File: src/rtl/operand_forward_stage.sv
// operand_forward_stage: resolves forwarded SR/TR operands into the X-stage register, with stall/forward counters
module operand_forward_stage #(
  parameter logic [15:0] NOP_INST = 16'hC0E0,
  parameter int          CNT_W    = 16
) (
  input  logic             clk,
  input  logic             rst,
  input  logic             en_r,
  input  logic             en_x,
  input  logic [15:0]      inst_r,
  input  logic             valid_r,
  input  logic [15:0]      rf_sr,
  input  logic [15:0]      rf_tr,
  input  logic [4:0]       forwarding_sr,
  input  logic [4:0]       forwarding_tr,
  input  logic [15:0]      alu_x,
  input  logic [15:0]      alu_m,
  input  logic [15:0]      mem_m,
  input  logic [15:0]      alu_w,
  input  logic [15:0]      mem_w,
  output logic [15:0]      inst_x,
  output logic             valid_x,
  output logic [15:0]      sr_x,
  output logic [15:0]      tr_x,
  output logic [CNT_W-1:0] stall_cnt,
  output logic [CNT_W-1:0] fwd_cnt
);
  logic [15:0] sr_sel, tr_sel;
  logic        capture, fwd_hit;
  always_comb begin
    sr_sel  = forwarding_sr[4] ? alu_x : forwarding_sr[3] ? alu_m : forwarding_sr[2] ? mem_m :
              forwarding_sr[1] ? alu_w : forwarding_sr[0] ? mem_w : rf_sr;
    tr_sel  = forwarding_tr[4] ? alu_x : forwarding_tr[3] ? alu_m : forwarding_tr[2] ? mem_m :
              forwarding_tr[1] ? alu_w : forwarding_tr[0] ? mem_w : rf_tr;
    capture = en_x & en_r;
    fwd_hit = capture & valid_r & (|{forwarding_sr, forwarding_tr});
  end
  always_ff @(posedge clk) begin
    if (rst) begin
      inst_x    <= NOP_INST;
      valid_x   <= 1'b0;
      sr_x      <= '0;
      tr_x      <= '0;
      stall_cnt <= '0;
      fwd_cnt   <= '0;
    end else begin
      if (en_x) begin
        inst_x  <= en_r ? inst_r : NOP_INST;
        valid_x <= en_r & valid_r;
        sr_x    <= en_r ? sr_sel : '0;
        tr_x    <= en_r ? tr_sel : '0;
      end
      if (!en_r && !(&stall_cnt)) stall_cnt <= stall_cnt + 1'b1;
      if (fwd_hit && !(&fwd_cnt)) fwd_cnt <= fwd_cnt + 1'b1;
    end
  end
endmodule

File: config.mk
export PLATFORM = sky130hd
export DESIGN_NAME = operand_forward_stage
export DESIGN_NICKNAME = d
export VERILOG_FILES = /design/src/rtl/operand_forward_stage.sv
export SDC_FILE = /design/constraint.sdc
export NUM_CORES = 1
export LEC_CHECK = 0
export ABC_AREA = 1
export CORE_AREA = 2 2 87 151
export DETAILED_ROUTE_END_ITERATION = 10
export DIE_AREA = 0 0 89 153
export PLACE_DENSITY = 0.78
export SLEW_MARGIN = 20
export SYNTH_ARGS = -nofsm -noshare
export SYNTH_HDL_FRONTEND = slang
export SYNTH_SLANG_ARGS = --single-unit
export TNS_END_PERCENT = 5
File: constraint.sdc
create_clock -name clk -period 2.2 [get_ports clk]
set_clock_uncertainty 0.15 [all_clocks]
set_input_delay 0.22 -clock clk [delete_from_list [all_inputs] [get_ports clk]]
set_output_delay 0.22 -clock clk [all_outputs]
set_load 0.05 [all_outputs]
==> impl_metrics.yaml <==
outcome:
  outcome: "finished clean"
final_layout:
  post-route-util: 0.646
  diodes: 0
  finalNonFillerCells: 1292
  final_layout_size_suffix_gt1_frac: 0.0560
  area_growth_pct: 50.2
  design_area_um2: 8030
  nets: 1265
placed_design:
  hpwlAfterDp_um: 14800
  io_buffers: 223
  placed_area_um2: 7750
  gp_congestion: 0.941
  place_inst: 1277
clock_tree:
  clock-sinks: 81
  postCtsSetupBuffers: 0
  cts.hold.buffers_added: 0
  clock_latency_ns: 0.33
  cts_tree: "done"
  cts_buffer_depth: 2
  cts_buffers: 9
  cts_resized: 0
  clkTransAtPathRegs_ns: 0.06
  cts_root_buf: "clkbuf_16"
  htree_levels: 3
worst_setup_path:
  start_kind: "flop"
  end_kind: "output pin"
  required_ns: 1.83
  critPathTopFamily: "buffers and inverters"
  arrival_ns: 1.74
  worstPathCellList: "clkdlybuf4s50_1"
  r2r_slack_ns: 0.20
  crit_path_max_incr_delay_ns: 0.89
  critPathBufInv: 1
  worstSetupPathType: "reg -> out"
  path_max_fanout: 8
  cp_slowest_cell: "clkdlybuf4s50_1"
die:
  rows: 54
  die_x_um: 89
  dieArea_um2: 13600
  fp.dieH_um: 153
  core_um2: 12400
  initial_core_util: 0.430
  io_pins: 224
timing:
  worst_pin_slew_ns: 0.658
  hold_viol: 0
  relSlewSlack: 0.561
  fin_crit_ns: 2.11
  slew_viol_final: 0
  rsz0062_at_grt: "false"
  timing.fmax_ghz: 0.475
  setup_viol: 0
  finalCritPeriodShare: 0.957
  fin_tns_setup_ns: 0
power_and_ir_drop:
  power_frac_seq: 0.393
  leakagePower_nw: 3.17
  comb_power_share: 0.251
  totalPowerFinal_mw: 3.93
  switchingPower_mw: 1.13
  p_clk_frac: 0.356
  p_sw_frac: 0.287
  power_density_nw_per_um2: 489
  ir_drop_v: 0.000261
  p_int_mw: 2.80
grt:
  grt_pass1_vias: 6130
  antenna_found_initial: 0
  grt_pass1_wl_um: 28800
  grt_usage: 0.266
  grt_start_max_net_pins: 41
  overflow: 0
yosys:
  synthSimpleGateAreaFrac: 0.387
  yosys.area_share.adder: 0.00468
  synth_top_family_by_area: "simple AND/OR/NAND/NOR gates"
  synth_compound_area_frac: 0.199
  synth-xor-area-share: 0.0164
  synth_mux_area_frac: 0
  synth_area_um2: 5350
  synth_cells: 910
  seq_area_frac_synth: 0.303
  synth_warnings: 0
  ys_types: 30
  syn_area_per_cell_um2: 5.88
  synth-seq-cells: 81
  syn_nets: 1055
flow_run:
  cap_viol_max_count: 0
routing:
  vias: 6513
  route.detailed.drc: 0
  vias_per_cell: 5.04
  drtIter0Drc: 208
  drt_wl_total_um: 18100
  ant_nets: 0
  first_pass_iters: 5
  wl_per_cell_um: 14.0
hold_path:
  hold_path_class: "in -> reg"
Yosys cell counts:
| master | instances | area, µm² |
|---|---|---|
| a21oi_1 | 99 | 495 |
| a21oi_2 | 4 | 35.0 |
| a31oi_1 | 7 | 43.8 |
| buf_1 | 1 | 3.75 |
| buf_2 | 15 | 75.1 |
| buf_6 | 2 | 22.5 |
| clkbuf_1 | 27 | 101 |
| clkinv_1 | 2 | 7.51 |
| dfxtp_1 | 81 | 1620 |
| ha_1 | 2 | 25.0 |
| inv_1 | 67 | 251 |
| inv_2 | 4 | 15.0 |
| nand2_1 | 344 | 1290 |
| nand2_2 | 4 | 25.0 |
| nand2_4 | 1 | 11.3 |
| nand3_1 | 60 | 300 |
| nand3_2 | 1 | 10.0 |
| nand3b_1 | 3 | 22.5 |
| nand4_1 | 11 | 68.8 |
| nand4_4 | 1 | 21.3 |
| nor2_1 | 62 | 233 |
| nor2_2 | 5 | 31.3 |
| nor2_4 | 5 | 56.3 |
| o21ai_0 | 70 | 350 |
| o21ai_1 | 8 | 40.0 |
| o21bai_1 | 1 | 7.51 |
| o21bai_4 | 1 | 18.8 |
| o22ai_1 | 12 | 75.1 |
| xnor2_1 | 3 | 26.3 |
| xor2_1 | 7 | 61.3 |
power groups by stage:
| stage | Combinational, mW | Clock [mW] | Sequential, mW |
|---|---|---|---|
| global placement | 0.981 | 0 | 1.57 |
| finish | 0.988 | 1.40 | 1.54 |
| detailed placement | 0.985 | 0 | 1.58 |
| floorplan | 0.351 | 0 | 1.73 |
| global route | 1.07 | 1.49 | 1.55 |
| CTS | 0.988 | 1.43 | 1.54 |
area by class of cell:
cell class,instances,area [µm²]
Timing Repair Buffer,244,2400
Multi-Input combinational cell,711,3250
Tap cell,168,210
Inverter,73,274
Sequential cell,81,1620
Clock buffer,12,267
Fill cell,1241,4400
Clock inverter,3,15.0
cells by family after synthesis:
kind of cell | after synthesis
compound gates | 202
xor+xnor | 10
fa+ha+maj | 2
buf+inv | 118
flops | 81
simple gates | 497
state kept, by name, indices dropped and copies added (netlist names):
signal / count
stall_cnt: 16
valid_x: 1
sr_x: 16
tr_x: 16
inst_x: 16
fwd_cnt: 16
worst register-to-register path: stages, from the launching register on:
cell and delay (ns):
dfxtp_1 0.38, ha_1 0.26, nand2_2 0.11, nor2_4 0.05
nand2_2 0.12, nor2_1 0.07, nor2_2 0.51, nand2_1 0.13
a21oi_1 0.15
metrics by stage:
step	hold WS, ns	setup slack (ns)
finish	0.0872	0.0949
global route	0.0995	0.0431
CTS	0.0827	0.0918
detailed placement	0.306	0.124
global placement	0.300	0.173
floorplan	0.201	0.0687
per-layer routing:
layer / track usage / wire length [µm] / up-vias
li1: - / - / 3369
met3: 0.0734 / 1440 / 46
met4: 0.132 / 775 / 0
met1: 0.261 / 6250 / 2833
met2: 0.490 / 9650 / 265
met5: 0 / 0 / -
placed cells by master (no fill, tap or decap):
| cell | n |
|---|---|
| nand3_2 | 1 |
| clkbuf_16 | 9 |
| a21oi_1 | 99 |
| o21bai_4 | 1 |
| nand2_1 | 344 |
| nand2_2 | 4 |
| xor2_1 | 7 |
| buf_2 | 1 |
| xnor2_1 | 3 |
| clkinv_1 | 2 |
| buf_4 | 20 |
| o21ai_1 | 8 |
| dfxtp_1 | 81 |
| o21bai_1 | 1 |
| inv_1 | 67 |
| inv_2 | 4 |
| nor2_2 | 5 |
| nand2_4 | 1 |
| nand3_1 | 60 |
| o21ai_0 | 70 |
| nand4_4 | 1 |
| nand3b_1 | 3 |
| clkbuf_8 | 3 |
| a31oi_1 | 7 |
| a21oi_2 | 4 |
| nor2_1 | 62 |
| ha_1 | 2 |
| buf_12 | 1 |
| o22ai_1 | 12 |
| clkdlybuf4s50_1 | 222 |
| clkinv_2 | 3 |
| nor2_4 | 5 |
| nand4_1 | 11 |
path summary, 6_finish.rpt:
path	start	end	cells after the start
worst max-delay path	fwd_cnt[2]	fwd_cnt[2]	1
worst min register to register	sr_x[1]	sr_x[1]	2
worst max register to register	stall_cnt[0]	stall_cnt[13]	8
worst min-delay path	rst	fwd_cnt[11]	2
Power figures use the tool's default switching activity.
